## config.mk

```make
export PLATFORM = sky130hd
export DESIGN_NAME = and_input_debounce
export DESIGN_NICKNAME = d
export VERILOG_FILES = /design/src/rtl/and_input_debounce.sv
export SDC_FILE = /design/constraint.sdc
export NUM_CORES = 1
export LEC_CHECK = 0
export CAP_MARGIN = 20
export CELL_PAD_IN_SITES_DETAIL_PLACEMENT = 0
export CELL_PAD_IN_SITES_GLOBAL_PLACEMENT = 2
export CORE_ASPECT_RATIO = 0.75
export CORE_MARGIN = 1.5
export CORE_UTILIZATION = 35
export DETAILED_ROUTE_END_ITERATION = 10
export GPL_TIMING_DRIVEN = 0
export PLACE_DENSITY_LB_ADDON = 0.1
export SLEW_MARGIN = 20
export SYNTH_ARGS = -nofsm -noshare
export SYNTH_HDL_FRONTEND = slang
export SYNTH_SLANG_ARGS = --single-unit
```

## constraint.sdc

```tcl
create_clock -name clk -period 2.2 [get_ports clk]
set_input_delay 0.44 -clock clk [delete_from_list [all_inputs] [get_ports clk]]
set_output_delay 0.44 -clock clk [all_outputs]
set_load 0.1 [all_outputs]
```

## src/rtl/and_input_debounce.sv

```systemverilog
// ---------------------------------------------------------------------------
// and_input_debounce
//
// Two-channel input conditioner that sits directly in front of simple_and.
// Each raw input is brought into the clk domain through a SYNC_STAGES-deep
// flip-flop chain. It is then debounced by its own four-state FSM, so a level
// only reaches the AND gate after DEBOUNCE_CYCLES consecutive agreeing synced
// samples. The two channels are fully independent and run in parallel. There
// is no arbitration between them.
//
// Parameters
//   SYNC_STAGES      synchroniser depth per channel (>= 2)
//   DEBOUNCE_CYCLES  agreeing synced samples needed to flip an output (>= 1)
//
// Ports
//   clk          in   system clock; all state changes on the rising edge
//   rst          in   asynchronous, active-high reset
//   raw_a        in   unsynchronised raw input, channel A
//   raw_b        in   unsynchronised raw input, channel B
//   in_a         out  debounced level, channel A (to simple_and.in_a)
//   in_b         out  debounced level, channel B (to simple_and.in_b)
//   chg_a        out  one-cycle pulse in the cycle in_a takes a new value
//   chg_b        out  one-cycle pulse in the cycle in_b takes a new value
//   dbg_state_a  out  FSM state of channel A (0 STABLE_LOW, 1 PEND_HIGH,
//                     2 STABLE_HIGH, 3 PEND_LOW)
//   dbg_state_b  out  FSM state of channel B, same encoding
//
// All outputs come straight from flops. No path runs from raw_x to an
// output without passing through registers.
// ---------------------------------------------------------------------------
module and_input_debounce #(
    parameter int SYNC_STAGES     = 2,
    parameter int DEBOUNCE_CYCLES = 4
) (
    input  logic       clk,
    input  logic       rst,
    input  logic       raw_a,
    input  logic       raw_b,
    output logic       in_a,
    output logic       in_b,
    output logic       chg_a,
    output logic       chg_b,
    output logic [1:0] dbg_state_a,
    output logic [1:0] dbg_state_b
);

    localparam int CNT_W = $clog2(DEBOUNCE_CYCLES + 1);
    localparam logic [CNT_W-1:0] CNT_ONE  = CNT_W'(1);
    localparam logic [CNT_W-1:0] CNT_LAST = CNT_W'(DEBOUNCE_CYCLES - 1);

    typedef enum logic [1:0] {
        STABLE_LOW  = 2'd0,
        PEND_HIGH   = 2'd1,
        STABLE_HIGH = 2'd2,
        PEND_LOW    = 2'd3
    } state_t;

    logic [SYNC_STAGES-1:0] r_sync_a;
    logic [SYNC_STAGES-1:0] r_sync_b;
    logic [1:0]             w_s;       // synced samples, bit 0 = A, bit 1 = B
    state_t                 r_state [2];
    logic [CNT_W-1:0]       r_cnt   [2];
    logic [1:0]             r_out;
    logic [1:0]             r_chg;

    // Synchroniser chains. Bit 0 samples the raw pin, and the MSB feeds the FSM.
    always_ff @(posedge clk or posedge rst) begin
        if (rst) begin
            r_sync_a <= '0;
            r_sync_b <= '0;
        end else begin
            r_sync_a <= {r_sync_a[SYNC_STAGES-2:0], raw_a};
            r_sync_b <= {r_sync_b[SYNC_STAGES-2:0], raw_b};
        end
    end

    assign w_s = {r_sync_b[SYNC_STAGES-1], r_sync_a[SYNC_STAGES-1]};

    // Debounce FSMs, one per channel. r_cnt holds the number of agreeing
    // samples seen so far in a pending state. It is cleared on every flip and
    // every bounce, so it never counts past DEBOUNCE_CYCLES-1 and never wraps.
    always_ff @(posedge clk or posedge rst) begin
        if (rst) begin
            for (int i = 0; i < 2; i++) begin
                r_state[i] <= STABLE_LOW;
                r_cnt[i]   <= '0;
            end
            r_out <= '0;
            r_chg <= '0;
        end else begin
            // chg is a single-cycle pulse. A flip below overrides this default.
            r_chg <= '0;
            for (int i = 0; i < 2; i++) begin
                case (r_state[i])
                    STABLE_LOW: begin
                        if (w_s[i]) begin
                            if (DEBOUNCE_CYCLES == 1) begin
                                r_state[i] <= STABLE_HIGH;
                                r_out[i]   <= 1'b1;
                                r_chg[i]   <= 1'b1;
                                r_cnt[i]   <= '0;
                            end else begin
                                r_state[i] <= PEND_HIGH;
                                r_cnt[i]   <= CNT_ONE;
                            end
                        end else begin
                            r_cnt[i] <= '0;
                        end
                    end
                    PEND_HIGH: begin
                        if (!w_s[i]) begin
                            // bounce: the rising candidate is rejected
                            r_state[i] <= STABLE_LOW;
                            r_cnt[i]   <= '0;
                        end else if (r_cnt[i] == CNT_LAST) begin
                            r_state[i] <= STABLE_HIGH;
                            r_out[i]   <= 1'b1;
                            r_chg[i]   <= 1'b1;
                            r_cnt[i]   <= '0;
                        end else begin
                            r_cnt[i] <= r_cnt[i] + 1'b1;
                        end
                    end
                    STABLE_HIGH: begin
                        if (!w_s[i]) begin
                            if (DEBOUNCE_CYCLES == 1) begin
                                r_state[i] <= STABLE_LOW;
                                r_out[i]   <= 1'b0;
                                r_chg[i]   <= 1'b1;
                                r_cnt[i]   <= '0;
                            end else begin
                                r_state[i] <= PEND_LOW;
                                r_cnt[i]   <= CNT_ONE;
                            end
                        end else begin
                            r_cnt[i] <= '0;
                        end
                    end
                    PEND_LOW: begin
                        if (w_s[i]) begin
                            // bounce: the falling candidate is rejected
                            r_state[i] <= STABLE_HIGH;
                            r_cnt[i]   <= '0;
                        end else if (r_cnt[i] == CNT_LAST) begin
                            r_state[i] <= STABLE_LOW;
                            r_out[i]   <= 1'b0;
                            r_chg[i]   <= 1'b1;
                            r_cnt[i]   <= '0;
                        end else begin
                            r_cnt[i] <= r_cnt[i] + 1'b1;
                        end
                    end
                    default: begin
                        r_state[i] <= STABLE_LOW;
                        r_out[i]   <= 1'b0;
                        r_cnt[i]   <= '0;
                    end
                endcase
            end
        end
    end

    assign in_a        = r_out[0];
    assign in_b        = r_out[1];
    assign chg_a       = r_chg[0];
    assign chg_b       = r_chg[1];
    assign dbg_state_a = r_state[0];
    assign dbg_state_b = r_state[1];

endmodule
```

; ---- Word-level counts from Yosys, hierarchy flattened
; Cells that the tools add are included.
; Widths: inputs -> output; s select.
[classes]
n_addsub = 2
div = 0
n_eq_ne = 24
mul = 0
shift = 0
reduce_logical = 8
magnitude_cmp = 0
n_mux = 44
n_bitwise = 0
[op_table]
columns = cell, count
row1 = $mux 2, 12
row2 = $ne 2x2->1 const B, 12
row3 = $pmux 3 s4, 2
row4 = $mux 1, 18
row5 = $mux 3, 6
row6 = $pmux 2 s4, 2
row7 = $ne 3x3->1 const B, 4
row8 = $reduce_and 5->1, 2
row9 = $eq 2x2->1 const B, 4
row10 = $pmux 1 s2, 4
row11 = $reduce_and 4->1, 2
row12 = $add 3x1->3 const B, 2
row13 = $eq 3x2->1 const B, 2
row14 = $eq 2x1->1 const B, 2
row15 = $logic_not 2->1, 2
row16 = $reduce_bool 2->1, 2
[totals]
ramBits = 0
input_bits = 4
output_inout_bits = 8
mem_bits_ro = 0
memories = 0
register_bits = 18
latchBits = 0

; ---- Logic depth before layout (Yosys ltp)
; Gate-level depths: netlist (run 1).
[depth]
word_depth = 4
mapped_depth = 4
ltp_nobuf = 4

; ---- Worst setup path before layout (run 1)
; No wires, ideal clock.
[synth_timing]
path_kind = register -> register
startpoint = register r_state (netlist bit dbg_state_a[0])
endpoint = register r_out[0]
path_slack_ns = 0.466
required_time_ns = 2.075
period_less_slack_ns = 1.734
stages_incl_launch_ff = 4
n_path_buf = 0
t_arrival_ns = 1.610
setup_ns = 0.125
path_cell_list = dfrtp_1 and3b_1 a21boi_0 o22a_1
[synth_between]
elab_chain_len = 3
[synth_rtl]
columns = item, line_no
row1 = "start, declared", 61  ; state_t r_state [2];
row2 = "start signal, assigned by index", 85  ; r_state[i] <= STABLE_LOW;
row3 = "start signal, assigned by index", 98  ; r_state[i] <= STABLE_HIGH;
row4 = "start signal, assigned by index", 103  ; r_state[i] <= PEND_HIGH;
row5 = $eq 2x1->1 or $eq 2x2->1 (tied branches), 94  ; case (r_state[i])
row6 = $ne 2x2->1 (no line) or $reduce_bool 2->1 (tied branches), n/a
row7 = $reduce_and 5->1 (no line), n/a
row8 = "end signal, assigned", 88  ; r_out <= '0;
row9 = "end signal, assigned by index", 99  ; r_out[i] <= 1'b1;
row10 = "end signal, assigned by index", 117  ; r_out[i] <= 1'b1;
row11 = "end, declared", 63  ; logic [1:0] r_out;
; Several ways; a longest one is shown, not always the timed one.
; A chain may end at the register's enable or synchronous reset.

; ---- Worst setup path after layout (run 1)
[layout_timing]
startpoint = register r_state (netlist bit dbg_state_a[0])
endpoint = output port dbg_state_a[0]
[layout_rtl]
columns = item, line_no
row1 = "end, declared", 43  ; output logic [1:0] dbg_state_a,
; No word-level cell between the ends.

==> run metrics, run 1 <==
result of the run=complete, no violations; number of port buffers=11; largest net degree at the start of global routing=19; number of optimization iterations in the first detailed-route pass=4; summed instance area of the synthesized netlist=~700 µm²; Avg Inst Size Synth=between 10 and 15 µm²; time the worst path needs with I/O delays and setup=2.06 ns; worst slew margin relative to its limit=a little over a third; Ports=12; area used by multi-input combinational logic=between 200 and 250 µm²; antenna violations before repair=0; starting density of the core=between 30% and 40%; number of diodes added for antenna fixing=0; DRC=0; hold buffer count at CTS=0; number of max-cap violations=0; setup violation total in the final timing report=0; clock network fraction of total power=~16%; Hold Crit Class=reg -> reg; CTS H-tree lvls=1; static leakage=around 0.45 nW; total number of vias=419; syn nets=just over 60; startpoint type of the worst setup path=flip-flop; count of filler cells inserted in the layout=175; combinational cell fraction of total power=a little under half; Routed WL=1.08 mm; area enclosed by the die boundary=approximately 2300 µm²; cell type of the slowest stage on the worst timing path=dlygate4sd2_1; kind of cell adding the most delay to the critical path=buffers and inverters; maximum ir drop on the vdd rail=0.852 mV; GRT met1 Usage=18.9%; commonest non-fill, non-tap cell in the layout=dfrtp_1; final hold violation count=0; top library cells by usage in the layout, fill and taps aside=dfrtp_1 (18), dlygate4sd2_1 (7), nor2_1 (6), nand2_1 (6); total area of sequential cells=450 µm²; Final nets=between 70 and 80; critical path type=reg -> out; data required time at the worst endpoint=between 1.5 and 2 ns; Final Max Slew Viols=0; Max clock buf depth=2; utilization after layout=48.2%; fraction of layout cells with a size suffix above 1=between 10% and 20%; flip-flop and latch count after synthesis=18; number of warnings issued by yosys=0; post-route clock period utilization=between 90 and 100%; layout overhead on the synthesized area=23.9%; Crit path buffers/inverters=1; width of the die=54.7 µm; clock latency on the worst-skew pair=a little under 0.3 ns; final sum of negative setup slack=0 ns; ANT nets after route=0; Worst Tran Pin Value=a little under 1 ns; distinct cell type count of the synthesized netlist=20; cell chosen for the clock root=clkbuf_4; Die H=roughly 42 µm; global-route met2 utilization=13.1%; register clock-pin slew on the reported worst setup and hold paths=0.10 ns; power density over the cells=between 1000 and 1500 nW/µm²; net switching power=between 0.5 and 0.6 mW; combined global-route utilization of all metal layers=12.0%; vias in the first global route=412; crit path capture type=output port; TritonCTS clock tree=yes; cell count after synthesis=between 50 and 60; M3 GR Usage=around 7.6%; Seq pwr share=between 30% and 40%; post-detail-place hpwl=768 µm; gr busiest metal=met1; final global-route overflow total=0; list of cells traversed by the critical path=dlygate4sd2_1; worst setup skew after layout=0.00542 ns; core area=between 1500 and 2000 µm²; clock buffers created by TritonCTS=3; share of total power consumed by net switching=around 47%; sequential-to-total area share from yosys stat=between 60% and 70%; slowest stage delay, CP=0.88 ns; total internal power=~0.65 mW; wire length of the first global-routing pass=approximately 1.9 mm; row cnt=13; routed wire length per instance=approximately 12 µm; final worst-path setup slack=about 0.14 ns; maximum fanout encountered on the critical timing path=5; RSZ-0062 raised after global routing=no; count of routing violations after the opening detailed-route iteration=5; highest attainable clock frequency=486 MHz; RePlAce Congestion=~0.63; critical path arrival=between 1.5 and 2 ns; Placement Setup Slack=roughly 0.16 ns; count of clock tree sinks=18; DR vias/cell=around 4.5
==> per-stage QoR <==
step | total power, mW | hold WS (ns) | instance area (µm²) | std cells
2_1_floorplan | 0.941 | 0.331 | 702 | 56
3_3_place_gp | 1.07 | 0.331 | 840 | 89
3_5_place_dp | 1.08 | 0.336 | 840 | 89
4_1_cts | 1.25 | 0.361 | 867 | 93
5_1_grt | 1.31 | 0.379 | 870 | 93
6_report | 1.23 | 0.359 | 870 | 93
==> area by class of cell <==
class | count | share of cell area [%]
Sequential cell | 18 | 51.8
Tap cell | 22 | 3.17
Clock buffer | 4 | 4.17
Multi-Input combinational cell | 35 | 27.6
Inverter | 3 | 1.29
Timing Repair Buffer | 11 | 11.9
==> what timing repair did <==
| item | in CTS | in global routing |
|---|---|---|
| hold endpoints to repair | 0 | 0 |
| buffers inserted | 0 | 0 |
| endpoints found under the setup margin | 7 | 1 |
| resized for setup | 7 | 1 |
==> cells by family (layout without fill, tap and decap cells) <==
kind of cell | after synthesis | after routing | share of synthesized area, %
buffers and inverters | 3 | 18 | 1.60
adder cells (fa/ha/maj) | 2 | 2 | 3.56
XOR/XNOR | 2 | 2 | 2.50
AND/OR/NAND/NOR | 22 | 22 | 19.1
AO/OA/AOI/OAI | 9 | 9 | 9.09
flip-flops | 18 | 18 | 64.2
==> power groups by stage <==
stage	Clock (mW)	Combinational, mW	Sequential, mW
finish	0.202	0.556	0.475
global route	0.230	0.595	0.486
CTS	0.213	0.563	0.476
detailed placement	0	0.592	0.484
global placement	0	0.585	0.483
floorplan	0	0.176	0.764
==> path summary, 6_finish.rpt <==
check | start | end | slack, ns | depth (start not counted)
min | r_sync_b[0] | r_sync_b[1] | 0.36 | 0
min in group asynchronous | rst | asynchronous set/reset pin | 0.53 | 2
min reg2reg | r_sync_b[0] | r_sync_b[1] | 0.36 | 0
max in group asynchronous | rst | r_cnt[1] | 1.25 | 2
max reg2reg | r_cnt[3] | r_out[0] | 0.95 | 4
max | dbg_state_a[0] | dbg_state_a[0] | 0.14 | 1
==> metal layers <==
metal	vias up	share of wire (%)
met5	-	0
met4	0	0
met2	10	37
met3	0	6.0
met1	193	56
li1	216	-
==> cells in the mapped netlist <==
cell type  number  area [µm²]
dfrtp_1        18         450
nand2_1         6        22.5
nor2_1          6        22.5
inv_1           3        11.3
a21oi_1         2        10.0
and3b_1         2        17.5
ha_1            2        25.0
nand3b_1        2        15.0
nor3b_2         2        25.0
o21ai_0         2        10.0
xnor2_1         2        17.5
a211oi_2        1        12.5
a21boi_0        1        7.51
a21o_1          1        7.51
nand2b_1        1        6.26
nand2b_4        1        13.8
nor2b_1         1        6.26
nor3_1          1        5.00
o21a_1          1        7.51
o22a_1          1        8.76
Power figures use the tool's default switching activity.
==> inputs of run 2 (changes only) <==
Settings changed: CORE_ASPECT_RATIO 0.75 to unset, CORE_UTILIZATION 35 to 38, CTS_BUF_LIST set to sky130_fd_sc_hd__clkbuf_2.
==> run 2 against run 1 <==
Non-clock buffer count unchanged. Die area decreased by 7.5%. Cell count up 3.2%. First-iteration DRC count grew 20%. Critical path depth stayed put. Via count grew 0.48%. Hold slack improved by 0.0094 ns. Sequential share of layout area increased by 1.1 points. Wire length down 7.8%. Setup slack got worse by 0.014 ns. Largest power group unchanged.
==> run metrics, run 2 (synthesized netlist as in run 1, its figures left out) <==
antenna violations before repair=0 (unchanged); TritonCTS clock tree=yes; top library cells by usage in the layout, fill and taps aside=dfrtp_1 (18), dlygate4sd2_1 (8), nor2_1 (6), nand2_1 (6); cell type of the slowest stage on the worst timing path=dlygate4sd2_1; vias in the first global route=374 (-9.2%); power density over the cells=1360 nW/µm² (-3.8%); total number of vias=421 (+0.48%); starting density of the core=40.7% (+1.8 points); clock latency on the worst-skew pair=0.29 ns (about the same); number of port buffers=11 (unchanged); Ports=12 (unchanged); CTS H-tree lvls=1 (unchanged); maximum ir drop on the vdd rail=0.709 mV (-17%); count of routing violations after the opening detailed-route iteration=6 (+1); crit path capture type=output port; post-detail-place hpwl=733 µm (-4.6%); Final Max Slew Viols=0 (unchanged); combined global-route utilization of all metal layers=10.8% (-1.2 points); Routed WL=999 µm (-7.8%); final sum of negative setup slack=0 ns (unchanged); post-route clock period utilization=94.2% (+0.64 points); number of diodes added for antenna fixing=0 (unchanged); slowest stage delay, CP=0.88 ns (about the same); final global-route overflow total=0 (unchanged); ANT nets after route=0 (unchanged); RSZ-0062 raised after global routing=no; count of filler cells inserted in the layout=175 (unchanged); area enclosed by the die boundary=2110 µm² (-7.5%); DR vias/cell=4.39 (-2.7%); width of the die=46.0 µm (-16%); hold buffer count at CTS=0 (unchanged); commonest non-fill, non-tap cell in the layout=dfrtp_1; largest net degree at the start of global routing=19 (unchanged); RePlAce Congestion=0.677 (+7.0%); result of the run=complete, no violations; register clock-pin slew on the reported worst setup and hold paths=0.15 ns (+0.05 ns); final hold violation count=0 (unchanged); row cnt=15 (+2); Worst Tran Pin Value=0.955 ns (-0.00996 ns); critical path type=reg -> out; routed wire length per instance=10.4 µm (-11%); core area=1730 µm² (-4.4%); critical path arrival=1.63 ns (about the same); data required time at the worst endpoint=1.76 ns (about the same); Max clock buf depth=2 (unchanged); time the worst path needs with I/O delays and setup=2.07 ns (+0.0140 ns); clock buffers created by TritonCTS=3 (unchanged); Setup Fix Bufs, Post-CTS=0 (unchanged); utilization after layout=49.3% (+1.2 points); layout overhead on the synthesized area=21.4%; setup violation total in the final timing report=0 (unchanged); worst setup skew after layout=0.00803 ns (+0.00260 ns); highest attainable clock frequency=482 MHz (-0.68%); maximum fanout encountered on the critical timing path=5 (unchanged); list of cells traversed by the critical path=dlygate4sd2_1; Final nets=78 (unchanged); worst slew margin relative to its limit=36.6% (+1.0 points); Die H=46.0 µm (+10%); number of max-cap violations=0 (unchanged); static leakage=0.428 nW (-4.6%); startpoint type of the worst setup path=flip-flop; fraction of layout cells with a size suffix above 1=9.86% (-1.4 points); Hold Crit Class=reg -> reg; kind of cell adding the most delay to the critical path=buffers and inverters; cell chosen for the clock root=clkbuf_2; Crit path buffers/inverters=1 (unchanged); DRC=0 (unchanged); count of clock tree sinks=18 (unchanged); number of optimization iterations in the first detailed-route pass=4 (unchanged); wire length of the first global-routing pass=1.55 mm (-18%)
## run 2: area by class of cell
class | instances | area [µm²] | area share [%]
well taps | 25 | 31.3 | 3.67
clock buffers | 3 | 15.0 | 1.76
multi-input cells | 35 | 240 | 28.2
inverters | 3 | 11.3 | 1.32
repair buffers | 11 | 100 | 11.7
clock inverters | 1 | 3.75 | 0.441
flip-flops and latches | 18 | 450 | 52.9
## run 2: where the power goes
| group | internal (mW) | switching, mW |
|---|---|---|
| logic | 0.139 | 0.413 |
| clock network | 0.0395 | 0.0965 |
| registers | 0.408 | 0.0651 |
## run 2: what timing repair did
action,4_1_cts,5_1_grt
endpoints found under the hold margin,0,0
setup endpoints to repair,8,0
resized for setup,8,0
## run 2: per-stage QoR
stage	total power [mW]	cells	setup slack, ns	cell area (µm²)	hold slack (ns)
after floorplan	0.941	56	0.466	702	0.331
after global placement	1.07	92	0.178	843	0.333
after detailed placement	1.07	92	0.170	843	0.338
after CTS	1.18	96	0.0916	852	0.374
after global routing	1.23	96	0.0470	852	0.382
final	1.16	96	0.127	852	0.369
## run 2: routing by layer
metal  vias up  global-route usage, %  routed length, µm
li1        218                      -                  -
met1       198                   14.4                543
met2         5                   15.0                429
met3         0                   3.57                 25
met4         0                   6.86                  0
met5         -                      0                  0
## run 2: worst paths after layout
kind                                start             end  slack, ns  cells after the start
max                        dbg_state_a[0]  dbg_state_a[0]       0.13                      1
min                           r_sync_a[0]     r_sync_a[1]       0.37                      0
max reg2reg                      r_cnt[3]        r_out[0]       0.94                      4
min reg2reg                   r_sync_a[0]     r_sync_a[1]       0.37                      0
max in group asynchronous             rst        r_chg[0]       1.25                      2
min in group asynchronous             rst     r_sync_b[1]       0.51                      2
